===== config.mk =====
export PLATFORM = sky130hd
export DESIGN_NAME = led_trail_fader_flat
export DESIGN_NICKNAME = d
export VERILOG_FILES = /design/src/rtl/led_fade_pkg.sv /design/src/rtl/led_trail_fader_if.sv /design/src/rtl/led_pwm_channel.sv /design/src/rtl/led_trail_fader.sv /design/src/flat_wrapper.sv
export SDC_FILE = /design/constraint.sdc
export NUM_CORES = 1
export LEC_CHECK = 0
export CAP_MARGIN = 0
export CORE_MARGIN = 2
export CORE_UTILIZATION = 32
export CTS_CLUSTER_DIAMETER = 150
export DETAILED_ROUTE_END_ITERATION = 7
export DONT_BUFFER_PORTS = 1
export GPL_TIMING_DRIVEN = 0
export PLACE_DENSITY_LB_ADDON = 0.25
export SLEW_MARGIN = 5
export SYNTH_ARGS = -nofsm -noshare
export SYNTH_HDL_FRONTEND = slang
export SYNTH_HIERARCHICAL = 1
export SYNTH_SLANG_ARGS = --single-unit

===== constraint.sdc =====
create_clock -name clk -period 7.2 [get_ports clk]
set_clock_uncertainty 0.05 [all_clocks]
set_input_delay 1.44 -clock clk [delete_from_list [all_inputs] [get_ports clk]]
set_output_delay 1.44 -clock clk [all_outputs]
set_load 0.02 [all_outputs]

===== src/rtl/led_fade_pkg.sv =====
// Shared defaults and helpers for the LED trail fader: channel count,
// brightness resolution, per-step decay and the saturating decrement.
package led_fade_pkg;

  localparam int DEF_WIDTH      = 8;
  localparam int DEF_LEVEL_BITS = 4;
  localparam int DEF_LEVEL_MAX  = (1 << DEF_LEVEL_BITS) - 1;
  localparam int DEF_DECAY      = 4;

  // Clamps at zero so a dim LED never wraps back to a bright level.
  function automatic int unsigned sat_dec(input int unsigned lvl, input int unsigned dec);
    return (lvl > dec) ? (lvl - dec) : 32'd0;
  endfunction

endpackage


===== src/rtl/led_trail_fader_if.sv =====
// Scanner-side and LED-side signals of the trail fader, grouped for
// connection between a pattern source (master) and the fader (slave).
interface led_trail_fader_if
  import led_fade_pkg::*;
#(
  parameter int WIDTH = DEF_WIDTH
);

  // step is a one-cycle strobe with no backpressure: pattern_in is only
  // meaningful while step is 1, and the fader always accepts it (a step
  // that lands on an unapplied one replaces it and raises overrun).
  logic             step;
  logic [WIDTH-1:0] pattern_in;
  logic             enable;
  logic [WIDTH-1:0] led_out;
  logic             frame_tick;
  logic             overrun;

  modport master (
    output step, pattern_in, enable,
    input  led_out, frame_tick, overrun
  );

  modport slave (
    input  step, pattern_in, enable,
    output led_out, frame_tick, overrun
  );

endinterface


===== src/rtl/led_pwm_channel.sv =====
// One LED: brightness level register, refresh/decay update on an applied
// step, and a registered PWM compare against the shared frame counter.
module led_pwm_channel
  import led_fade_pkg::*;
#(
  parameter int          LEVEL_BITS = DEF_LEVEL_BITS,
  parameter int unsigned DECAY      = DEF_DECAY
) (
  input  logic                  clk,
  input  logic                  rst_n,
  input  logic                  apply,
  input  logic                  lit,
  input  logic                  enable,
  input  logic [LEVEL_BITS-1:0] pwm_cnt,
  output logic                  led
);

  localparam logic [LEVEL_BITS-1:0] LEVEL_MAX = '1;

  logic [LEVEL_BITS-1:0] level_q;

  // Levels only move on the frame's last cycle, so the next frame's compare
  // starts at pwm_cnt==0 with the new value and never changes mid-frame.
  always_ff @(posedge clk or negedge rst_n) begin
    if (!rst_n) begin
      level_q <= '0;
      led     <= 1'b0;
    end else begin
      if (apply) begin
        level_q <= lit ? LEVEL_MAX : LEVEL_BITS'(sat_dec(32'(level_q), DECAY));
      end
      led <= (level_q > pwm_cnt) && enable;
    end
  end

endmodule


===== src/rtl/led_trail_fader.sv =====
// Scanner trail fader: latches scanner patterns, applies them once per PWM
// frame (lit LEDs to full, others decay) and drives PWM-dimmed LED outputs.
module led_trail_fader
  import led_fade_pkg::*;
#(
  parameter int          WIDTH      = DEF_WIDTH,
  parameter int          LEVEL_BITS = DEF_LEVEL_BITS,
  parameter int unsigned DECAY      = DEF_DECAY
) (
  input  logic               clk,
  input  logic               rst_n,
  led_trail_fader_if.slave   bus
);

  localparam logic [LEVEL_BITS-1:0] CNT_LAST = LEVEL_BITS'((1 << LEVEL_BITS) - 2);

  logic [LEVEL_BITS-1:0] pwm_cnt;
  logic [WIDTH-1:0]      pat_q;
  logic                  pend;
  logic                  overrun_q;
  logic                  frame_tick;
  logic                  apply;
  logic [WIDTH-1:0]      led_vec;

  assign frame_tick = bus.enable && (pwm_cnt == CNT_LAST);
  assign apply      = frame_tick && pend;

  // Held at 0 while disabled so re-enabling always starts a fresh frame.
  always_ff @(posedge clk or negedge rst_n) begin
    if (!rst_n) begin
      pwm_cnt <= '0;
    end else if (!bus.enable || (pwm_cnt == CNT_LAST)) begin
      pwm_cnt <= '0;
    end else begin
      pwm_cnt <= pwm_cnt + 1'b1;
    end
  end

  // A step on the applying tick is a fresh pending pattern, not an overrun:
  // the channels consume the old pat_q on that same edge.
  always_ff @(posedge clk or negedge rst_n) begin
    if (!rst_n) begin
      pat_q     <= '0;
      pend      <= 1'b0;
      overrun_q <= 1'b0;
    end else if (bus.step) begin
      pat_q <= bus.pattern_in;
      pend  <= 1'b1;
      if (pend && !apply) begin
        overrun_q <= 1'b1;
      end
    end else if (apply) begin
      pend <= 1'b0;
    end
  end

  for (genvar i = 0; i < WIDTH; i++) begin : g_ch
    led_pwm_channel #(
      .LEVEL_BITS (LEVEL_BITS),
      .DECAY      (DECAY)
    ) u_ch (
      .clk     (clk),
      .rst_n   (rst_n),
      .apply   (apply),
      .lit     (pat_q[i]),
      .enable  (bus.enable),
      .pwm_cnt (pwm_cnt),
      .led     (led_vec[i])
    );
  end

  assign bus.led_out    = led_vec;
  assign bus.frame_tick = frame_tick;
  assign bus.overrun    = overrun_q;

endmodule


===== src/flat_wrapper.sv =====
// flat-port wrapper written by rule: the top's interface ports become plain ports
module led_trail_fader_flat import led_fade_pkg::*;
#(
  parameter int          WIDTH      = DEF_WIDTH,
  parameter int          LEVEL_BITS = DEF_LEVEL_BITS,
  parameter int unsigned DECAY      = DEF_DECAY
)
  (clk, rst_n, bus_step, bus_pattern_in, bus_enable, bus_led_out, bus_frame_tick, bus_overrun);
  led_trail_fader_if #(.WIDTH(WIDTH)) bus_i ();
  input  logic clk;
  input  logic rst_n;
  input wire logic [$bits(bus_i.step)-1:0] bus_step;
  input wire logic [$bits(bus_i.pattern_in)-1:0] bus_pattern_in;
  input wire logic [$bits(bus_i.enable)-1:0] bus_enable;
  output wire logic [$bits(bus_i.led_out)-1:0] bus_led_out;
  output wire logic [$bits(bus_i.frame_tick)-1:0] bus_frame_tick;
  output wire logic [$bits(bus_i.overrun)-1:0] bus_overrun;
  assign bus_i.step = bus_step;
  assign bus_i.pattern_in = bus_pattern_in;
  assign bus_i.enable = bus_enable;
  assign bus_led_out = bus_i.led_out;
  assign bus_frame_tick = bus_i.frame_tick;
  assign bus_overrun = bus_i.overrun;
  led_trail_fader #(.WIDTH(WIDTH), .LEVEL_BITS(LEVEL_BITS), .DECAY(DECAY)) u_core (.clk(clk), .rst_n(rst_n), .bus(bus_i));
endmodule

==> results.ini <==
[final_layout]
layout-drive-gt1-share_pct = 11.7
n_antenna_cell = 0
area_growth_syn_to_layout_pct = 8.38
fin_util_pct = 36.0
final_nets = 360

[detailed_routing]
num_vias = 2080
ant_nets = 0
dr.pass1.iters = 4
routedWlPerCell_um = 13.5
drt_iter0_markers = 81
drt-total-wl_um = 5620
drt-vias-per-instance = 5.01
drc = 0

[sta]
min_period_over_period_pct = 45.9
fin_setup_tns_ns = 0
finalCriticalPeriod_ns = 3.31
clock.fmax_ghz = 0.302
tightest_slew_ns = 0.760
rsz0062_at_grt = false
finalMaxSlewViolations = 0
hold_violations = 0
setup_viol = 0
maxSlewHeadroom_pct = 49.4

[worst_setup_path]
cp_top_family = buffers and inverters
startpoint_type = primary input
worst_setup_path_end_kind = output pin
critPathKind = in -> out
rrSetupSlack_ns = 4.54
cp.required_ns = 5.71
cp_slowest_cell = inv_1
worst-path-buf-inv = 1
cpPeakStageDelay_ns = 0.25
r2r_start = u_core/pwm_cnt[0]
crit_cells = 2
rr_worst_depth = 8
cp_cell_sequence = nand4_2, inv_1
cp_max_fo = 12
endpoint = bus_frame_tick
crit_arrival_ns = 1.82
crit_start = bus_enable
timing.rr.end = u_core/g_ch[5].u_ch/level_q[3]

[flow_run]
cap_viol_max_count = 0

[clock_tree]
clockBufferDepth = 2
cts_resized = 0
ctsHoldBuffers = 0
postCtsSetupRepairBufs = 0
clkTransAtPathRegs_ns = 0.09
numCtsBuffers = 5
cts-root-buf = clkbuf_8
h-tree-depth = 2
insertion_delay_ns = 0.30
numClockSinks = 46
cts_tree = done

[floorplan]
die_w_um = 99.7
die_area_sq_um = 9930
rows = 34
dieHeight_um = 99.7
num_io_pins = 22
initial_core_util_pct = 33.2
core_sq_um = 8810

[place]
detailed_place_hpwl_um = 3840
portBuffers = 0
gp_congestion = 0.737

[logic_synthesis]
ys_warn_count = 6
ys_ff_latch = 46
synth.net_count = 353
yosysSeqAreaShare_pct = 39.3
yosys.cell_types.count = 23
netlist_area_sq_um = 2930
syn-instance-count = 299
avgSynthCellArea_sq_um = 9.79

[grt]
overflow = 0
grt_pass1_vias = 1953
grtUsageTotal_pct = 12.2
grt_max_degree = 49
grt_antenna_before_repair = 0
grt_pass1_wl_um = 9580

[power_and_ir_drop]
netSwitchingFraction_pct = 23.8
power_density_nw_per_um2 = 161
pwr-share-comb_pct = 7.2
pwr-share-seq_pct = 55.1
p_clk_share_pct = 37.8
p_sw_mw = 0.121
ir_worst_vdd_uv = 68.1
internal-power_mw = 0.389
cellLeakagePower_nw = 1.45

[outcome]
status = finished clean

[min_path]
min_path_type = reg -> reg

-- metal layers --
layer,track usage (%),share of wire [%]
met1,16.3,49
met2,19.9,46
met3,2.88,4.0
met4,3.16,0.25
met5,0,0
-- Yosys cell counts, drive strengths merged --
cell	n	area [sq um]
a21boi	2	15.0
a21o	1	8.76
a21oi	33	165
a31o	1	8.76
and2	1	6.26
and2b	8	70.1
and3	8	60.1
buf	1	11.3
dfrtp	46	1150
ha	42	526
inv	51	191
mux2	16	210
nand2	18	67.6
nand3b	1	7.51
nand4	9	62.6
nand4b	1	8.76
nor2	10	37.5
nor2b	8	50.1
nor3b	8	60.1
o211ai	16	120
o21ai	18	90.1
-- logic make-up after synthesis --
group                      Yosys count  share of synthesized area, %
adders and majority gates           42                          17.9
and+or+nand+nor                     72                          14.7
AOI/OAI and AO/OA                   71                          13.9
buffers and inverters               52                          6.92
muxes                               16                          7.18
DFF                                 46                          39.3
-- sequential cells by signal, indices dropped and copies added (netlist names) --
register and cells:
u_core/bus.overrun 1, u_core/pend 1, u_core/g_ch.u_ch/led 8, u_core/pwm_cnt 4
u_core/pat_q 8, u_core/g_ch.u_ch/level_q 24
-- per-stage QoR --
step	cell area (sq um)	instances	hold slack (ns)	setup WS [ns]	total power, mW
3_5_place_dp	3060	407	0.452	3.88	0.323
5_1_grt	3170	415	0.517	3.84	0.542
2_1_floorplan	2930	299	0.421	3.99	0.313
4_1_cts	3170	415	0.479	3.88	0.523
6_report	3170	415	0.471	3.89	0.510
3_3_place_gp	3060	407	0.436	3.48	0.322
-- cell usage in the layout, fill, tap and decap left out, drive strengths merged, types with 2 or more instances in the layout --
cell    netlist  final
inv          51     51
dfrtp        46     46
and2b         8      8
nand4         9      9
nor2         10     10
nor3b         8      8
ha           42     42
a21boi        2      2
nand2        18     18
mux2         16     16
o211ai       16     16
o21ai        18     18
and3          8      8
a21oi        33     33
clkbuf        0      5
clkinv        0      2
nor2b         8      8
-- worst min-delay path by stage --
stage / slack [ns] / from / to / depth (start not counted)
floorplan: 0.42 / u_core/pend / u_core/pend / 1
global placement: 0.44 / u_core/pend / u_core/pend / 1
detailed placement: 0.45 / u_core/pend / u_core/pend / 1
CTS: 0.48 / u_core/pend / u_core/pend / 1
global route: 0.52 / u_core/pend / u_core/pend / 1
finish: 0.47 / u_core/pend / u_core/pend / 1
-- layout make-up --
type | count | area, sq um
Sequential cell | 46 | 1150
Tap cell | 108 | 135
Inverter | 51 | 191
Fill cell | 880 | 5630
Buffer | 1 | 11.3
Clock inverter | 3 | 40.0
Clock buffer | 5 | 68.8
Multi-Input combinational cell | 201 | 1580
-- worst register-to-register path, stage by stage (launching register included) --
cell	delay, ns
dfrtp_1	0.58
inv_1	0.13
ha_1	0.21
nand4_2	0.15
inv_1	0.25
and2_2	0.70
and3_2	0.33
o21ai_0	0.08
o211ai_1	0.10
-- power by group through the flow --
| stage | clock network [mW] | logic (mW) | registers, mW |
|---|---|---|---|
| 4_1_cts | 0.205 | 0.0368 | 0.281 |
| 2_1_floorplan | 0 | 0.0305 | 0.283 |
| 3_3_place_gp | 0 | 0.0351 | 0.287 |
| 6_report | 0.193 | 0.0365 | 0.281 |
| 3_5_place_dp | 0 | 0.0366 | 0.287 |
| 5_1_grt | 0.216 | 0.0425 | 0.283 |
(Power assumes the default switching activity.)
